## src/rtl/spi_pkg.sv

```systemverilog
// Shared types for the generic SPI master: FSM state encoding and SPI mode constants.
package spi_pkg;

   typedef enum logic [1:0] {
      IDLE  = 2'd0,
      SETUP = 2'd1,
      XFER  = 2'd2,
      HOLD  = 2'd3
   } spi_state_t;

   // Modes are encoded as {cpol, cpha}.
   localparam logic [1:0] MODE0 = 2'b00;
   localparam logic [1:0] MODE1 = 2'b01;
   localparam logic [1:0] MODE2 = 2'b10;
   localparam logic [1:0] MODE3 = 2'b11;

endpackage

```

## src/rtl/spi_clk_div.sv

```systemverilog
// Half-period tick generator: a down-counter reloaded with the divider value,
// producing a one-cycle tick every i_div+1 cycles while enabled.
module spi_clk_div #(
   parameter int DIV_W = 8
) (
   input  logic             i_clk,
   input  logic             i_rst,
   input  logic             i_en,
   input  logic [DIV_W-1:0] i_div,
   output logic             o_tick
);

   logic [DIV_W-1:0] r_cnt;

   // While disabled the counter keeps tracking the reload value, so the first
   // enabled cycle already starts a full half-period.
   always_ff @(posedge i_clk or posedge i_rst) begin
      if (i_rst) begin
         r_cnt <= '0;
      end else if (!i_en || (r_cnt == '0)) begin
         r_cnt <= i_div;
      end else begin
         r_cnt <= r_cnt - 1'b1;
      end
   end

   assign o_tick = i_en && (r_cnt == '0);

endmodule

```

## src/rtl/spi_master_gen.sv

```systemverilog
// Parametrised full-duplex SPI master: configurable width, all four CPOL/CPHA
// modes, programmable SCLK divider and NUM_SS active-low slave selects.
module spi_master_gen
   import spi_pkg::*;
#(
   parameter int  DATA_W = 8,
   parameter int  NUM_SS = 4,
   parameter int  DIV_W  = 8,
   localparam int SEL_W  = (NUM_SS > 1) ? $clog2(NUM_SS) : 1
) (
   input  logic              i_clk,
   input  logic              i_rst,
   input  logic              i_start,
   output logic              o_ready,
   input  logic [DATA_W-1:0] i_tx_data,
   input  logic [SEL_W-1:0]  i_ss_sel,
   input  logic              i_cpol,
   input  logic              i_cpha,
   input  logic [DIV_W-1:0]  i_clk_div,
   output logic [DATA_W-1:0] o_rx_data,
   output logic              o_rx_valid,
   output logic              o_sclk,
   output logic              o_mosi,
   input  logic              i_miso,
   output logic [NUM_SS-1:0] o_ss_n
);

   localparam int              EDGE_W    = $clog2(2 * DATA_W);
   localparam logic [EDGE_W-1:0] LAST_EDGE = EDGE_W'(2 * DATA_W - 1);

   spi_state_t        r_state;
   spi_state_t        w_next;
   logic [1:0]        r_mode;
   logic [DIV_W-1:0]  r_div;
   logic [DIV_W-1:0]  w_div_load;
   logic [DATA_W-1:0] r_tx;
   logic [DATA_W-1:0] r_rx;
   logic [DATA_W-1:0] r_rx_data;
   logic [EDGE_W-1:0] r_edge;
   logic [NUM_SS-1:0] r_ss_n;
   logic [NUM_SS-1:0] w_ss_dec;
   logic              r_sclk;
   logic              r_mosi;
   logic              r_rx_valid;
   logic              w_tick;
   logic              w_cpha;
   logic              w_cpol;
   logic              w_lead;
   logic              w_last;

   assign w_cpha = (r_mode == MODE1) || (r_mode == MODE3);
   assign w_cpol = (r_mode == MODE2) || (r_mode == MODE3);
   assign w_lead = ~r_edge[0];
   assign w_last = (r_edge == LAST_EDGE);

   // The divider must start from the divisor being accepted, not the stale latched one.
   assign w_div_load = (r_state == IDLE) ? i_clk_div : r_div;

   spi_clk_div #(
      .DIV_W(DIV_W)
   ) u_clk_div (
      .i_clk  (i_clk),
      .i_rst  (i_rst),
      .i_en   (r_state != IDLE),
      .i_div  (w_div_load),
      .o_tick (w_tick)
   );

   always_comb begin
      w_ss_dec = '1;
      for (int unsigned i = 0; i < NUM_SS; i++) begin
         if (i_ss_sel == SEL_W'(i)) begin
            w_ss_dec[i] = 1'b0;
         end
      end
   end

   always_ff @(posedge i_clk or posedge i_rst) begin
      if (i_rst) begin
         r_state <= IDLE;
      end else begin
         r_state <= w_next;
      end
   end

   always_comb begin
      w_next = r_state;
      case (r_state)
         IDLE:    if (i_start)          w_next = SETUP;
         SETUP:   if (w_tick)           w_next = XFER;
         XFER:    if (w_tick && w_last) w_next = HOLD;
         HOLD:    if (w_tick)           w_next = IDLE;
         default:                       w_next = IDLE;
      endcase
   end

   always_ff @(posedge i_clk or posedge i_rst) begin
      if (i_rst) begin
         r_mode     <= '0;
         r_div      <= '0;
         r_tx       <= '0;
         r_rx       <= '0;
         r_rx_data  <= '0;
         r_edge     <= '0;
         r_ss_n     <= '1;
         r_sclk     <= 1'b0;
         r_mosi     <= 1'b0;
         r_rx_valid <= 1'b0;
      end else begin
         r_rx_valid <= 1'b0;
         case (r_state)
            IDLE: begin
               r_sclk <= w_cpol;
               if (i_start) begin
                  r_mode <= {i_cpol, i_cpha};
                  r_div  <= i_clk_div;
                  r_sclk <= i_cpol;
                  r_ss_n <= w_ss_dec;
                  r_edge <= '0;
                  r_rx   <= '0;
                  // For cpha=0 the MSB goes out now, so the register is pre-shifted
                  // and every later drive event just takes the top bit.
                  if (i_cpha) begin
                     r_tx <= i_tx_data;
                  end else begin
                     r_tx   <= i_tx_data << 1;
                     r_mosi <= i_tx_data[DATA_W-1];
                  end
               end
            end
            XFER: begin
               if (w_tick) begin
                  r_sclk <= ~r_sclk;
                  r_edge <= r_edge + 1'b1;
                  if (w_lead != w_cpha) begin
                     r_rx <= {r_rx[DATA_W-2:0], i_miso};
                  end else if (w_cpha || !w_last) begin
                     r_mosi <= r_tx[DATA_W-1];
                     r_tx   <= r_tx << 1;
                  end
               end
            end
            HOLD: begin
               if (w_tick) begin
                  r_ss_n     <= '1;
                  r_rx_data  <= r_rx;
                  r_rx_valid <= 1'b1;
               end
            end
            default: begin
            end
         endcase
      end
   end

   assign o_ready    = (r_state == IDLE);
   assign o_rx_data  = r_rx_data;
   assign o_rx_valid = r_rx_valid;
   assign o_sclk     = r_sclk;
   assign o_mosi     = r_mosi;
   assign o_ss_n     = r_ss_n;

endmodule

```

## config.mk

```make
export PLATFORM = sky130hd
export DESIGN_NAME = spi_master_gen
export DESIGN_NICKNAME = d
export VERILOG_FILES = /design/src/rtl/spi_pkg.sv /design/src/rtl/spi_clk_div.sv /design/src/rtl/spi_master_gen.sv
export SDC_FILE = /design/constraint.sdc
export NUM_CORES = 1
export LEC_CHECK = 0
export CORE_ASPECT_RATIO = 0.7
export CORE_MARGIN = 2
export CORE_UTILIZATION = 45
export CTS_BUF_LIST = sky130_fd_sc_hd__clkbuf_8
export CTS_CLUSTER_SIZE = 10
export DETAILED_ROUTE_END_ITERATION = 10
export GPL_TIMING_DRIVEN = 1
export PLACE_DENSITY = 0.68
export SLEW_MARGIN = 20
export SYNTH_ARGS = -nofsm -noshare
export SYNTH_HDL_FRONTEND = slang
export SYNTH_SLANG_ARGS = --single-unit
```

## constraint.sdc

```tcl
create_clock -name i_clk -period 6.3 [get_ports i_clk]
set_input_delay 1.575 -clock i_clk [delete_from_list [all_inputs] [get_ports i_clk]]
set_output_delay 1.575 -clock i_clk [all_outputs]
set_load 0.005 [all_outputs]
```

==> results of run 1 <==
==> layer usage <==
| metal | routed length, um | global-route usage, % | up-vias | share of wire [%] |
|---|---|---|---|---|
| met4 | 34 | 3.24 | 0 | 0.62 |
| met1 | 2830 | 25.8 | 986 | 52 |
| met5 | 0 | 0 | - | 0 |
| li1 | - | - | 997 | - |
| met2 | 2280 | 24.3 | 45 | 42 |
| met3 | 302 | 3.93 | 2 | 5.6 |
==> worst max path at each step <==
stage	endpoint	cells after the start	startpoint
2_1_floorplan	o_mosi$_DFFE_PP0P_	1	i_rst
3_3_place_gp	r_tx[4]$_DFFE_PP0P_	5	i_start
3_5_place_dp	r_tx[4]$_DFFE_PP0P_	5	i_start
4_1_cts	r_tx[4]$_DFFE_PP0P_	5	i_start
5_1_grt	r_tx[1]$_DFFE_PP0P_	5	i_start
6_report	r_tx[4]$_DFFE_PP0P_	5	i_start
==> state kept, by name, indices dropped and copies added (netlist names) <==
signal           count
o_mosi               1
o_rx_data            8
o_rx_valid           1
o_sclk               1
o_ss_n               4
r_div                8
r_edge               4
r_mode               2
r_rx                 8
r_state              2
r_tx                 8
u_clk_div.r_cnt      8
==> through the flow <==
stage               cell area [um^2]  util [%]
detailed placement              3210      55.3
global placement                3210      55.3
CTS                             3310      57.0
finish                          3310      57.0
floorplan                       2750         -
global route                    3310      57.0
==> power by group through the flow <==
stage                     Sequential [W]  Clock (W)  Combinational (W)
after detailed placement        0.000576          0           0.000538
after global placement          0.000571          0           0.000522
after global routing            0.000587   0.000230           0.000607
after floorplan                 0.000552          0           0.000400
final                           0.000570   0.000210           0.000537
after CTS                       0.000570   0.000215           0.000542
==> cells in the final DEF (no fill, tap or decap), drive strengths merged, types with 4 or more instances in the layout <==
master / n
a21oi: 7
a32oi: 4
clkbuf: 7
clkdlybuf4s50: 39
dfrtp: 51
dfstp: 4
ha: 7
inv: 12
mux2: 30
mux2i: 10
nand2: 38
nand3: 4
nor2: 16
nor3: 6
o21ai: 27
==> critical path: cells and delay by family <==
kind                   cells  cell delay (ns)
AO/OA/AOI/OAI              1             0.42
buffers and inverters      1             0.51
multiplexers               1             0.39
AND/OR/NAND/NOR            2             0.68
==> kinds of logic (layout without fill, tap and decap cells) <==
logic type,Yosys count,after routing,share of synthesized area [%]
buffers and inverters,21,60,2.95
XOR/XNOR,5,5,1.59
multiplexers,40,40,15.9
AND/OR/NAND/NOR,78,78,13.7
AO/OA/AOI/OAI,54,54,12.5
adder cells (fa/ha/maj),7,7,3.18
flip-flops,55,55,50.2
==> layout make-up <==
| cell class | count | area, um^2 | area share (%) |
|---|---|---|---|
| sequential | 55 | 1380 | 41.7 |
| multi-input combinational | 184 | 1290 | 38.9 |
| timing repair buffer | 41 | 405 | 12.2 |
| clock buffer | 7 | 96.3 | 2.91 |
| tap | 75 | 93.8 | 2.83 |
| inverter | 11 | 41.3 | 1.25 |
| clock inverter | 1 | 3.75 | 0.113 |
==> results by group, run 1 <==
Outcome
  • Outcome: finished, final reports clean

STA
  • Max Freq: 0.294 GHz
  • Fin. Hold Viols: 0
  • Hold Slack: 0.507 ns
  • Setup ws final: between 2 and 3 ns
  • Max Slew Vio Count: 0
  • Slew margin rel.: 46.7%
  • Setup tns final: 0 ns
  • Worst Skew: around 0.0090 ns
  • Fin crit share: between 50% and 60%
  • Worst-Margin Slew: 0.800 ns
  • Period minus WS final: ~3.4 ns
  • Unrepaired setup endpoints after global routing: no
  • Final setup vio count: 0

Place
  • Placed insts: 366
  • Gp weighted congestion: about 0.85
  • Post-DP HPWL: about 3.8 mm
  • I/O Buffers: 39
  • Pre-CTS setup slack: between 2 and 3 ns

Logic synthesis
  • Synth Cell Area: about 0.0028 mm^2
  • Synth top cells by count: dfrtp_1 (51), nand2_1 (38), mux2_2 (30)
  • Area leader, netlist: dfrtp_1
  • Synth unique cells: 44
  • Ys async rst share: 100%
  • Synthesized flop and latch total: 55
  • Area share of the largest cell type after synthesis: a little under half
  • Primary FF master, synth: dfrtp_1
  • Syn_nets: approximately 290
  • Top-count cell post-synth: dfrtp_1
  • Area contributors post-synth: dfrtp_1 (46%), mux2_2 (12%), nand2_1 (5.2%)
  • Yosys Warn Count: 0
  • Syn Area/Cell: 10.6 um^2
  • Number of synthesized flops with an enable pin: 0
  • Mapped Cells: 260
  • Register area share after synthesis: around 50%

Global route
  • Largest net degree at the start of global routing: 56
  • Tot GR Track Use: between 10% and 20%
  • Vias in the first global route: 1913
  • First-pass GRT wire length: 9.36 mm
  • Total gr overflow: 0
  • Initial antenna violation count: 0

Clock tree
  • Count of hold-fix buffers inserted at cts: 0
  • CTS sink cnt: 55
  • Num CTS Buffers: 5
  • CTS tree: built
  • Number of setup buffers added after CTS: 0
  • PostCTS Resize Cnt: 0
  • CTS H-tree lvls: 2
  • Skew-Pair Late Insertion Delay: approximately 0.3 ns
  • Clock root buffer: clkbuf_8
  • Reg clk slew, reported paths: about 0.10 ns
  • Clk buf depth: 2

Power
  • Comb power frac: between 40% and 50%
  • Pwr/cell area: roughly 400 mW/mm^2
  • Peak supply drop: between 0.00015 and 0.0002 V
  • Clock network fraction of total power: approximately 16%
  • Leak Pwr: roughly 1.5 nW
  • Overall power: 0.00132 W
  • Int Pwr: around 0.00085 W
  • Switch Pwr: roughly 0.00047 W
  • Sw Ratio: approximately 36%
  • Reg power frac: 43.3%

Worst setup path
  • Startpoint Class: primary input
  • FF-to-FF path depth: 6
  • Reg2reg setup slack: between 3 and 4 ns
  • Worst path max stage delay: between 0.5 and 0.6 ns
  • Crit. End Element: flip-flop
  • R2r startpoint: r_state[0]$_DFFE_PP0P_
  • Worst Setup Path Type: primary input to flip-flop
  • RR Endpoint: r_tx[4]$_DFFE_PP0P_
  • Req. time, crit path: 6.49 ns
  • Crit path cell chain: clkdlybuf4s50_1 -> nand2_1 -> nor2_1 -> o21ai_2 -> mux2_2
  • CP max-delay cell: clkdlybuf4s50_1
  • Crit path max fanout: 12
  • WP data arrival: between 3 and 4 ns

Finish
  • Net count, final: 329
  • Layout area overhead: 20.3%
  • Finished Layout Cells: 374
  • N_diodes: 0
  • Layout fillers: between 500 and 600
  • Share of layout cells above drive strength 1: 16.7%

Floorplanning
  • Full die area: about 0.0068 mm^2
  • Die Y: about 69 um
  • Core Area: 0.00581 mm^2
  • # rows: 23
  • I/O pin count: 40
  • Initial Utilization: between 40% and 50%
  • Die Wd: just under 100 um

Detailed routing
  • Total routed wirelength: roughly 5.4 mm
  • ANT nets after route: 0
  • Initial DRT Pass Iterations: 4
  • Drt via density: between 5 and 6
  • DR WL/cell: 14.5 um
  • Initial drt markers: between 100 and 150
  • # DRC: 0
  • DR vias: 2030

Hold path
  • Hold_sp: r_div[0]$_DFFE_PP0P_
  • Hold EP: r_div[0]$_DFFE_PP0P_
  • HP Class: flip-flop to flip-flop
  • Hold Path Cell Cnt: 1

Flow run
  • Max-cap violation count: 0
Note: power is estimated with default switching activity, not from simulation.
==> run 2: changes to the inputs <==
- clock period: 6.3 -> 3.5 ns (I/O delays scaled with it)
==> run 2 against run 1 <==
Effect of this change:
- register-to-register slack lost 2.5 ns
- combinational power grew 84%
- first-iteration DRC count shrank 15%
- sequential share of layout area shrank 0.11 points
- worst setup slack lost 2.2 ns
- utilization grew 0.15 points
- clock skew shrank 0.0013 ns
- clock power grew 62%
- sequential cell count is the same
- worst hold slack gained 0.00095 ns
- power grew 79%
- count of clock-buffer cells in the layout shrank 2
- critical path type is now flip-flop to output pin
- critical endpoint is now o_ready
==> results by group, run 2 (synthesis gave the netlist of run 1 again) <==
Floorplanning
  • Core Area: between 0.005 and 0.006 mm^2
  • Initial Utilization: between 40% and 50%
  • Full die area: between 0.006 and 0.007 mm^2
  • Die Y: between 60 and 70 um
  • Die Wd: 97.5 um
  • # rows: 23
  • I/O pin count: 40

Hold path
  • Hold EP: r_div[0]$_DFFE_PP0P_
  • HP Class: flip-flop to flip-flop
  • Hold_sp: r_div[0]$_DFFE_PP0P_
  • Hold Path Cell Cnt: 1

Global route
  • Met3 GRT Util: 3.93%
  • Vias in the first global route: around 2.1k
  • Tot GR Track Use: between 15 and 20%
  • First-pass GRT wire length: between 9 and 10 mm
  • Met2 Usage GRT: 26.4%
  • Initial antenna violation count: 0
  • Total gr overflow: 0
  • Met1 Use GR: roughly a quarter
  • Top Usage Layer GRT: met2
  • Largest net degree at the start of global routing: 56

STA
  • Final setup vio count: 0
  • Period minus WS final: between 2 and 3 ns
  • Worst-Margin Slew: about 0.60 ns
  • Hold Slack: between 0.5 and 0.6 ns
  • Max Slew Vio Count: 0
  • Unrepaired setup endpoints after global routing: no
  • Worst Skew: between 0.007 and 0.008 ns
  • Fin. Hold Viols: 0
  • Max Freq: 0.354 GHz
  • Slew margin rel.: about 60%
  • Fin crit share: 80.6%
  • Setup ws final: just under 0.7 ns
  • Setup tns final: 0 ns

Finish
  • Net count, final: about 330
  • N_diodes: 0
  • Commonest non-fill, non-tap cell in the layout: dfrtp_1
  • Share of layout cells above drive strength 1: between 15 and 20%
  • Layout area overhead: 20.6%
  • Most frequent cells in the layout: dfrtp_1 (51), clkdlybuf4s50_1 (39), nand2_1 (38)
  • Layout fillers: 502

Worst setup path
  • R2r startpoint: r_state[0]$_DFFE_PP0P_
  • Startpoint Class: flip-flop
  • WP data arrival: 1.95 ns
  • FF-to-FF path depth: 8
  • Crit path max fanout: 17
  • RR Endpoint: o_ss_n[3]$_DFFE_PP1P_
  • Worst Setup Path Type: flip-flop to output pin
  • Req. time, crit path: between 2 and 3 ns
  • Reg2reg setup slack: 1.19 ns
  • Crit. End Element: output pin

Clock tree
  • Num CTS Buffers: 5
  • Reg clk slew, reported paths: ~0.090 ns
  • CTS tree: built
  • Count of hold-fix buffers inserted at cts: 0
  • CTS H-tree lvls: 2
  • Clk buf depth: 2
  • Skew-Pair Late Insertion Delay: approximately 0.31 ns
  • PostCTS Resize Cnt: 0
  • Clock root buffer: clkbuf_8
  • CTS sink cnt: 55
  • Number of setup buffers added after CTS: 0

Flow run
  • Max-cap violation count: 0

Power
  • Pwr/cell area: around 700 mW/mm^2
  • Peak supply drop: roughly 0.00033 V
  • Leak Pwr: roughly 1.5 nW

Detailed routing
  • ANT nets after route: 0
  • Total routed wirelength: about 5.6 mm
  • Initial drt markers: between 90 and 100
  • DR vias: ~2.1k
  • DR WL/cell: ~15 um
  • # DRC: 0
  • Drt via density: 5.48
  • Initial DRT Pass Iterations: 4

Place
  • Gp weighted congestion: 0.941
  • I/O Buffers: 39
  • Post-DP HPWL: slightly below 4 mm
  • Pre-CTS setup slack: 0.997 ns

Outcome
  • Outcome: finished, final reports clean
[run 2: worst max-delay path, cell delays in order (launching register included)]
cell and delay, ns:
dfrtp_1 0.42, inv_1 0.10, ha_1 0.52, clkdlybuf4s50_1 0.61
[run 2: per-stage QoR]
stage | instance area (um^2) | total power, W | instances | utilization [%]
after detailed placement | 3240 | 0.00202 | 368 | 55.7
after CTS | 3320 | 0.00237 | 376 | 57.1
after global placement | 3240 | 0.00200 | 368 | 55.7
after global routing | 3320 | 0.00255 | 376 | 57.1
final | 3320 | 0.00235 | 376 | 57.1
after floorplan | 2750 | 0.00171 | 260 | -
[run 2: per-layer routing]
layer | vias to the layer above | share of wire (%)
li1 | 1005 | -
met1 | 1002 | 49
met2 | 45 | 45
met3 | 9 | 4.4
met4 | 0 | 1.5
met5 | - | 0
[run 2: area by class of cell]
cell class / instances / area [um^2] / share of cell area [%]
inverters: 11 / 41.3 / 1.24
flip-flops and latches: 55 / 1380 / 41.6
clock buffers: 5 / 68.8 / 2.07
repair buffers: 43 / 433 / 13.0
clock inverters: 3 / 12.5 / 0.377
well taps: 75 / 93.8 / 2.83
multi-input cells: 184 / 1290 / 38.8
[run 2: how the worst max path moves through the flow]
stage | slack (ns) | end | startpoint | depth (start not counted)
after CTS | 0.65 | o_ready | r_state[0]$_DFFE_PP0P_ | 3
final | 0.68 | o_ready | r_state[0]$_DFFE_PP0P_ | 3
after global placement | 1.03 | r_tx[5]$_DFFE_PP0P_ | i_start | 5
after detailed placement | 1.0 | r_tx[6]$_DFFE_PP0P_ | i_start | 5
after global routing | 0.52 | o_ready | r_state[0]$_DFFE_PP0P_ | 3
after floorplan | 1.29 | o_mosi$_DFFE_PP0P_ | i_rst | 1
[run 2: power breakdown]
part	leakage (nW)	total [W]	switching (W)	internal (W)
sequential	0.696	0.00102	0.000169	0.000856
combinational	0.718	0.000988	0.000486	0.000502
clock	0.0505	0.000341	0.000205	0.000135
total	1.46	0.00235	0.000860	0.00149
==> run 3: changes to the inputs <==
- clock period: 3.5 -> 2.7 ns (I/O delays scaled with it)
==> run 3 against run 2 <==
Effect of this change:
- sequential cell count unchanged
- die area did not move
- first-iteration DRC count decreased by 20%
- sequential share of layout area is 0.28 points lower
- non-clock buffer count rose by 3
- count of clock-buffer cells in the layout unchanged
- critical endpoint unchanged
- sequential power up 30%
- worst setup slack worse by 0.41 ns
- design area grew 0.68%
- combinational power is 31% higher
- utilization up 0.39 points
==> results by group, run 3 (synthesis gave the netlist of run 1 again) <==
Worst setup path
  • Worst Setup Path Type: flip-flop to output pin
  • Req. time, crit path: 2.03 ns
  • R2r startpoint: u_clk_div.r_cnt[0]$_DFF_PP0_
  • Crit. End Element: output pin
  • WP data arrival: ~1.8 ns
  • Crit path max fanout: 9
  • CP Launch Point: r_state[0]$_DFFE_PP0P_
  • Startpoint Class: flip-flop

Global route
  • First-pass GRT wire length: between 9 and 10 mm
  • Initial antenna violation count: 0
  • Tot GR Track Use: roughly 17%
  • Vias in the first global route: just under 2k
  • Largest net degree at the start of global routing: 56
  • Total gr overflow: 0

Clock tree
  • Skew-Pair Late Insertion Delay: 0.31 ns
  • Count of hold-fix buffers inserted at cts: 0
  • Reg clk slew, reported paths: around 0.10 ns
  • Clk buf depth: 2
  • CTS tree: built
  • Clock root buffer: clkbuf_8
  • PostCTS Resize Cnt: 0
  • CTS H-tree lvls: 2
  • Num CTS Buffers: 5
  • Number of setup buffers added after CTS: 0
  • CTS sink cnt: between 50 and 60

STA
  • Hold Slack: between 0.5 and 0.6 ns
  • Worst-Margin Slew: between 0.6 and 0.7 ns
  • Worst Skew: ~0.0089 ns
  • Fin. Hold Viols: 0
  • Setup tns final: 0 ns
  • Final setup vio count: 0
  • Max Slew Vio Count: 0
  • Fin crit share: between 80% and 90%
  • Unrepaired setup endpoints after global routing: no
  • Period minus WS final: roughly 2.4 ns
  • Slew margin rel.: between 50 and 60%
  • Max Freq: approximately 0.41 GHz

Power
  • Leak Pwr: ~1.5 nW
  • Pwr/cell area: roughly 910 mW/mm^2
  • Peak supply drop: ~0.00043 V

Floorplanning
  • # rows: 23
  • Full die area: ~0.0068 mm^2
  • I/O pin count: 40
  • Initial Utilization: a little under half
  • Die Wd: about 97 um
  • Core Area: 0.00581 mm^2
  • Die Y: slightly below 70 um

Finish
  • N_diodes: 0
  • Layout area overhead: 21.5%
  • Commonest non-fill, non-tap cell in the layout: dfrtp_1
  • Most frequent cells in the layout: dfrtp_1 (51), clkdlybuf4s50_1 (39), nand2_1 (38)
  • Net count, final: approximately 330
  • Share of layout cells above drive strength 1: about 18%

Detailed routing
  • Drt via density: approximately 5.4
  • Initial drt markers: 74
  • ANT nets after route: 0
  • # DRC: 0
  • Initial DRT Pass Iterations: 4
  • DR vias: about 2.1k
  • DR WL/cell: 14.5 um
  • Total routed wirelength: ~5.5 mm

Place
  • Post-DP HPWL: just under 4 mm
  • I/O Buffers: 39
  • Gp weighted congestion: around 0.83

Hold path
  • Hold_sp: r_tx[7]$_DFFE_PP0P_
  • HP Class: flip-flop to flip-flop

Outcome
  • Outcome: finished, final reports clean

Flow run
  • Max-cap violation count: 0
[run 3: power by group]
group          internal [W]  switching [W]  leakage [nW]
clock              0.000175       0.000256        0.0505
sequential          0.00111       0.000221         0.696
combinational      0.000670       0.000620         0.732
[run 3: area by class of cell]
type / count / area (um^2)
fill: 525 / 2470
sequential: 55 / 1380
multi-input combinational: 184 / 1290
timing repair buffer: 46 / 455
tap: 75 / 93.8
clock buffer: 5 / 68.8
inverter: 11 / 41.3
clock inverter: 3 / 12.5
[run 3: per-layer routing]
layer | track usage (%) | share of wire [%]
met5 | 0 | 0
met4 | 4.48 | 0.53
met3 | 4.33 | 4.9
met2 | 23.8 | 42
met1 | 26.5 | 53
[run 3: path summary, 6_finish.rpt]
check	to	slack, ns	depth (start not counted)
min	r_tx[7]$_DFFE_PP0P_	0.51	1
max	o_ready	0.27	3
max in group asynchronous	o_ss_n[1]$_DFFE_PP1P_	1.68	3
min in group asynchronous	o_rx_data[2]$_DFFE_PP0P_	0.72	3
min reg2reg	r_tx[7]$_DFFE_PP0P_	0.51	1
max reg2reg	r_tx[6]$_DFFE_PP0P_	0.56	6
[run 3: per-stage QoR]
step / worst slack, ns / total power, W / instance area, um^2 / cells / utilization, %
after floorplan: 0.689 / 0.00222 / 2750 / 260 / -
after global placement: 0.454 / 0.00260 / 3260 / 371 / 56.1
after detailed placement: 0.398 / 0.00263 / 3260 / 371 / 56.1
after CTS: 0.248 / 0.00307 / 3340 / 379 / 57.5
after global routing: 0.157 / 0.00329 / 3340 / 379 / 57.5
final: 0.271 / 0.00305 / 3340 / 379 / 57.5
[run 3: worst max-delay path: stages, from the launching register on]
cell and delay [ns]:
dfrtp_1 0.43, inv_1 0.09, ha_1 0.36, clkdlybuf4s50_1 0.57
==> RTL change 1: new RTL, flow settings as in run 2 <==
`DIV_W` is set to 8 in 2 places; all go to 6.
--- a/src/rtl/spi_clk_div.sv
+++ b/src/rtl/spi_clk_div.sv
@@ -1,7 +1,7 @@
 // Half-period tick generator: a down-counter reloaded with the divider value,
 // producing a one-cycle tick every i_div+1 cycles while enabled.
 module spi_clk_div #(
-   parameter int DIV_W = 8
+   parameter int DIV_W = 6
 ) (
    input  logic             i_clk,
    input  logic             i_rst,
--- a/src/rtl/spi_master_gen.sv
+++ b/src/rtl/spi_master_gen.sv
@@ -5,7 +5,7 @@
 #(
    parameter int  DATA_W = 8,
    parameter int  NUM_SS = 4,
-   parameter int  DIV_W  = 8,
+   parameter int  DIV_W  = 6,
    localparam int SEL_W  = (NUM_SS > 1) ? $clog2(NUM_SS) : 1
 ) (
    input  logic              i_clk,
Ports: changed (resized i_clk_div); port bits go from 40 to 38. The function was not compared with the original's and may differ.
==> RTL change 1 against run 2 <==
Cell count is 5.9% lower; design area is 7.1% lower; routed wire length fell by 11%; register-to-register slack worse by 0.62 ns; global-route usage is 0.49 points lower; worst setup slack got worse by 0.11 ns; clock power increased by 6.2%; critical endpoint is now r_tx[3]; sequential share of layout area down 0.056 points; sequential power fell by 5%; total power down 3.8%; core utilization rose by 0.63 points; area after synthesis is 7.8% lower; sequential cell count shrank 4.
==> RTL change 1: results (changes against run 2) <==
outcome finished clean (unchanged); placed cell count 346 (was 368); sw frac 37.12% (was 36.55%); worst r2r src u_clk_div.r_cnt[0] (was r_state[0]); Min-Delay Path Depth 2 (was 1); Reg2Reg Depth 6 (was 8); drt initial violations 83 (was 93); met3 Use GR 3.507% (was 3.931%); sequential power 972 µW (was 1020 µW); share of cells above drive strength 1 17.38% (was 16.94%); Crit Path Max Fanout 10 (was 17); vias in the first global route 1668 (was 2064); CP Class flop to flop (was flop to output pin); largest net degree at the start of global routing 33 (was 56); M1 wire length 2683 µm (was 2755 µm); peak supply drop 0.2557 mV (was 0.3293 mV); leak pwr 0.001340 µW (was 0.001465 µW); Final Skew 0.01341 ns (was 0.007738 ns); GR Util met1 25.82% (was 26.03%); Rel. slew slack 50.46% (was 60.01%); CP top delay family simple AND/OR/NAND/NOR gates (was buffers and inverters); r2r endpoint r_tx[3] (was o_ss_n[3]); distinct cell type count of the synthesized netlist 36 (was 44); Hold Path End r_rx[1] (was r_div[0]); syn_nets 273 (was 291); design internal power 1424 µW (was 1493 µW); nets 309 (was 331); hold_sp r_rx[0] (was r_div[0]); # port buffers 37 (was 39); Core Util, Final 57.76% (was 57.12%); Commonest cells post-synth dfrtp_1, nand2_1, mux2_2, o21ai_0, inv_1 (was dfrtp_1, nand2_1, mux2_2); via count 1825 (was 2061); GR Util All Layers 17.41% (was 17.90%); Mean Syn Cell Area 10.36 µm² (was 10.59 µm²); Total Wirelength 4963 µm (was 5598 µm); launch point of the worst path u_clk_div.r_cnt[0] (was r_state[0]); final setup slack of the worst path 0.5675 ns (was 0.6790 ns); FILL cells 476 (was 502); met2 Track Usage GR 25.09% (was 26.36%); CP max-delay cell o41ai_4 (was clkdlybuf4s50_1); Combinational Power Share 41.1% (was 42.0%); met2 WL 1970 µm (was 2510 µm); WHS 0.5108 ns (was 0.5075 ns); Detailed Place HPWL 3565 µm (was 3947 µm); first-pass GRT wire length 8259 µm (was 9901 µm); Placed Area 0.002988 mm² (was 0.003239 mm²)
## RTL change 1: cell count changes in the layout (fill, tap and decap cells not counted), moves of 4 or more
cell / delta
o22a_1: +4
nor2_1: -5
mux2_2: -5
dfrtp_1: -4
o22ai_1: +5
a32oi_1: -4
## RTL change 1: layout make-up
cell class | instances | area share, %
multi-input combinational | 165 | 37.12
sequential | 51 | 41.54
inverter | 15 | 1.826
tap | 72 | 2.921
timing repair buffer | 43 | 13.47
clock buffer | 5 | 2.231
clock inverter | 3 | 0.8925
## RTL change 1: kinds of logic (layout without fill, tap and decap cells)
| group | after synthesis | in the layout | share of synthesized area, % |
|---|---|---|---|
| simple gates | 65 | 65 | 11.00 |
| xor+xnor | 8 | 8 | 2.761 |
| compound gates | 51 | 51 | 13.12 |
| flops | 51 | 51 | 50.49 |
| fa+ha+maj | 6 | 6 | 2.959 |
| buf+inv | 29 | 66 | 4.635 |
| mux | 35 | 35 | 15.04 |
==> RTL change 2: new RTL, settings of run 2 <==
Without the edit above. Make the reset (`i_rst`) synchronous in 3 clocked blocks.
--- a/src/rtl/spi_clk_div.sv
+++ b/src/rtl/spi_clk_div.sv
@@ -14,7 +14,7 @@
 
    // While disabled the counter keeps tracking the reload value, so the first
    // enabled cycle already starts a full half-period.
-   always_ff @(posedge i_clk or posedge i_rst) begin
+   always_ff @(posedge i_clk) begin
       if (i_rst) begin
          r_cnt <= '0;
       end else if (!i_en || (r_cnt == '0)) begin
--- a/src/rtl/spi_master_gen.sv
+++ b/src/rtl/spi_master_gen.sv
@@ -75,7 +75,7 @@
       end
    end
 
-   always_ff @(posedge i_clk or posedge i_rst) begin
+   always_ff @(posedge i_clk) begin
       if (i_rst) begin
          r_state <= IDLE;
       end else begin
@@ -94,7 +94,7 @@
       endcase
    end
 
-   always_ff @(posedge i_clk or posedge i_rst) begin
+   always_ff @(posedge i_clk) begin
       if (i_rst) begin
          r_mode     <= '0;
          r_div      <= '0;
Function: differs if i_rst is asserted again (counterexample within 4 cycles, from zero or initial values and one cycle with i_rst high); with i_rst held inactive, the same outputs for 10 cycles.
==> RTL change 2 against run 2 <==
Worst setup slack lost 0.086 ns; non-clock buffer count is the same; sequential share of layout area shrank 6.8 points; die area shrank 4.6%; via count grew 11%; area after synthesis shrank 4.9%; total power shrank 2.3%; routed wire length grew 3.8%; sequential cell count is the same; critical endpoint unchanged; critical path type unchanged; count of clock-buffer cells in the layout is the same; design area shrank 4.6%; synthesized cell count grew 24%.
==> RTL change 2: results (changes against run 2) <==
share of cells above drive strength 1 7.082% (was 16.94%); Detailed Place HPWL 3946 µm (was 3947 µm); GR Util All Layers 19.46% (was 17.90%); die area 0.006456 mm² (was 0.006769 mm²); Reg2Reg Depth 7 (was 8); arrival time worst endpoint 2.03 ns (was 1.95 ns); vias per cell 5.343 (was 5.481); Synth async-reset ratio 0% (was 100.0%); CP max stage delay 0.63 ns (was 0.61 ns); Synth Area in Compound Gates 15.96% (was 12.45%); peak supply drop 0.2681 mV (was 0.3293 mV); final setup slack of the worst path 0.5927 ns (was 0.6790 ns); syn_nets 353 (was 291); top cells by area, synth dfxtp_1, nand2_1, a21oi_1, mux2i_1, nor2_1 (was dfrtp_1, mux2_2, nand2_1, o21ai_0, dfstp_2); Commonest cells post-synth nand2_1, dfxtp_1, a21oi_1 (was dfrtp_1, nand2_1, mux2_2); drt initial violations 113 (was 93); leak pwr 0.001182 µW (was 0.001465 µW); first-pass GRT wire length 9818 µm (was 9901 µm); nets 383 (was 331); clock-pin slew on the worst setup and hold paths 0.11 ns (was 0.09 ns); worst slack at placement 0.6288 ns (was 0.9966 ns); sequential area share after synthesis 42.04% (was 50.18%); vias in the first global route 2070 (was 2064); Routed WL per cell 13.57 µm (was 14.89 µm); Rel. slew slack 51.90% (was 60.01%); Ys Warns 0 (unchanged); GPL Wtd Cong 0.7567 (was 0.9413); Min-Delay Path Depth 2 (was 1); CP max-delay cell ha_1 (was clkdlybuf4s50_1); outcome finished clean (unchanged); mux cell area share after synthesis 8.170% (was 15.91%)
[RTL change 2: worst paths after layout]
kind,startpoint,endpoint
worst min-delay path,o_rx_data[3],o_rx_data[3]
worst min register to register,o_rx_data[3],o_rx_data[3]
worst max register to register,r_state[0],r_tx[0]
worst max-delay path,r_state[0],o_ready
[RTL change 2: per-layer routing]
metal | share of wire (%) | wire [µm] | track usage [%]
met5 | 0 | 0 | 0
met4 | 0.69 | 40 | 5.435
met3 | 3.8 | 220 | 4.075
met2 | 45 | 2639 | 30.37
met1 | 50 | 2909 | 27.42
[RTL change 2: cell families after synthesis]
family,after synthesis
AO/OA/AOI/OAI,72
AND/OR/NAND/NOR,137
multiplexers,21
XOR/XNOR,4
adder cells (fa/ha/maj),7
flip-flops,55
buffers and inverters,26
[RTL change 2: worst reg2reg max path, delay by kind of cell (launching register included)]
family	cells	cell delay (ns)
AND/OR/NAND/NOR	3	0.86
adder cells (fa/ha/maj)	1	0.63
AO/OA/AOI/OAI	2	0.49
flip-flops	1	0.34
buffers and inverters	1	0.10
[RTL change 2: power breakdown]
group / internal (µW) / switching (µW)
Combinational: 436 / 586
Sequential: 739 / 99.4
Clock: 216 / 222
[RTL change 2: metrics by stage]
| step | cells | hold WS, ns | power (µW) | area, µm² | utilization, % |
|---|---|---|---|---|---|
| floorplan | 322 | 0.4329 | 1603 | 2619 | - |
| global placement | 420 | 0.4414 | 1843 | 3052 | 53.83 |
| detailed placement | 420 | 0.4422 | 1861 | 3052 | 53.83 |
| CTS | 428 | 0.4578 | 2306 | 3167 | 55.86 |
| global route | 428 | 0.4799 | 2480 | 3167 | 55.86 |
| finish | 428 | 0.4541 | 2299 | 3167 | 55.86 |
[RTL change 2: layout make-up]
| cell class | instances | area [µm²] |
|---|---|---|
| multi-input combinational | 241 | 1419 |
| clock buffer | 5 | 68.82 |
| clock inverter | 3 | 46.29 |
| sequential | 55 | 1101 |
| tap | 75 | 93.84 |
| fill | 548 | 2502 |
| inverter | 6 | 22.52 |
| timing repair buffer | 43 | 415.4 |
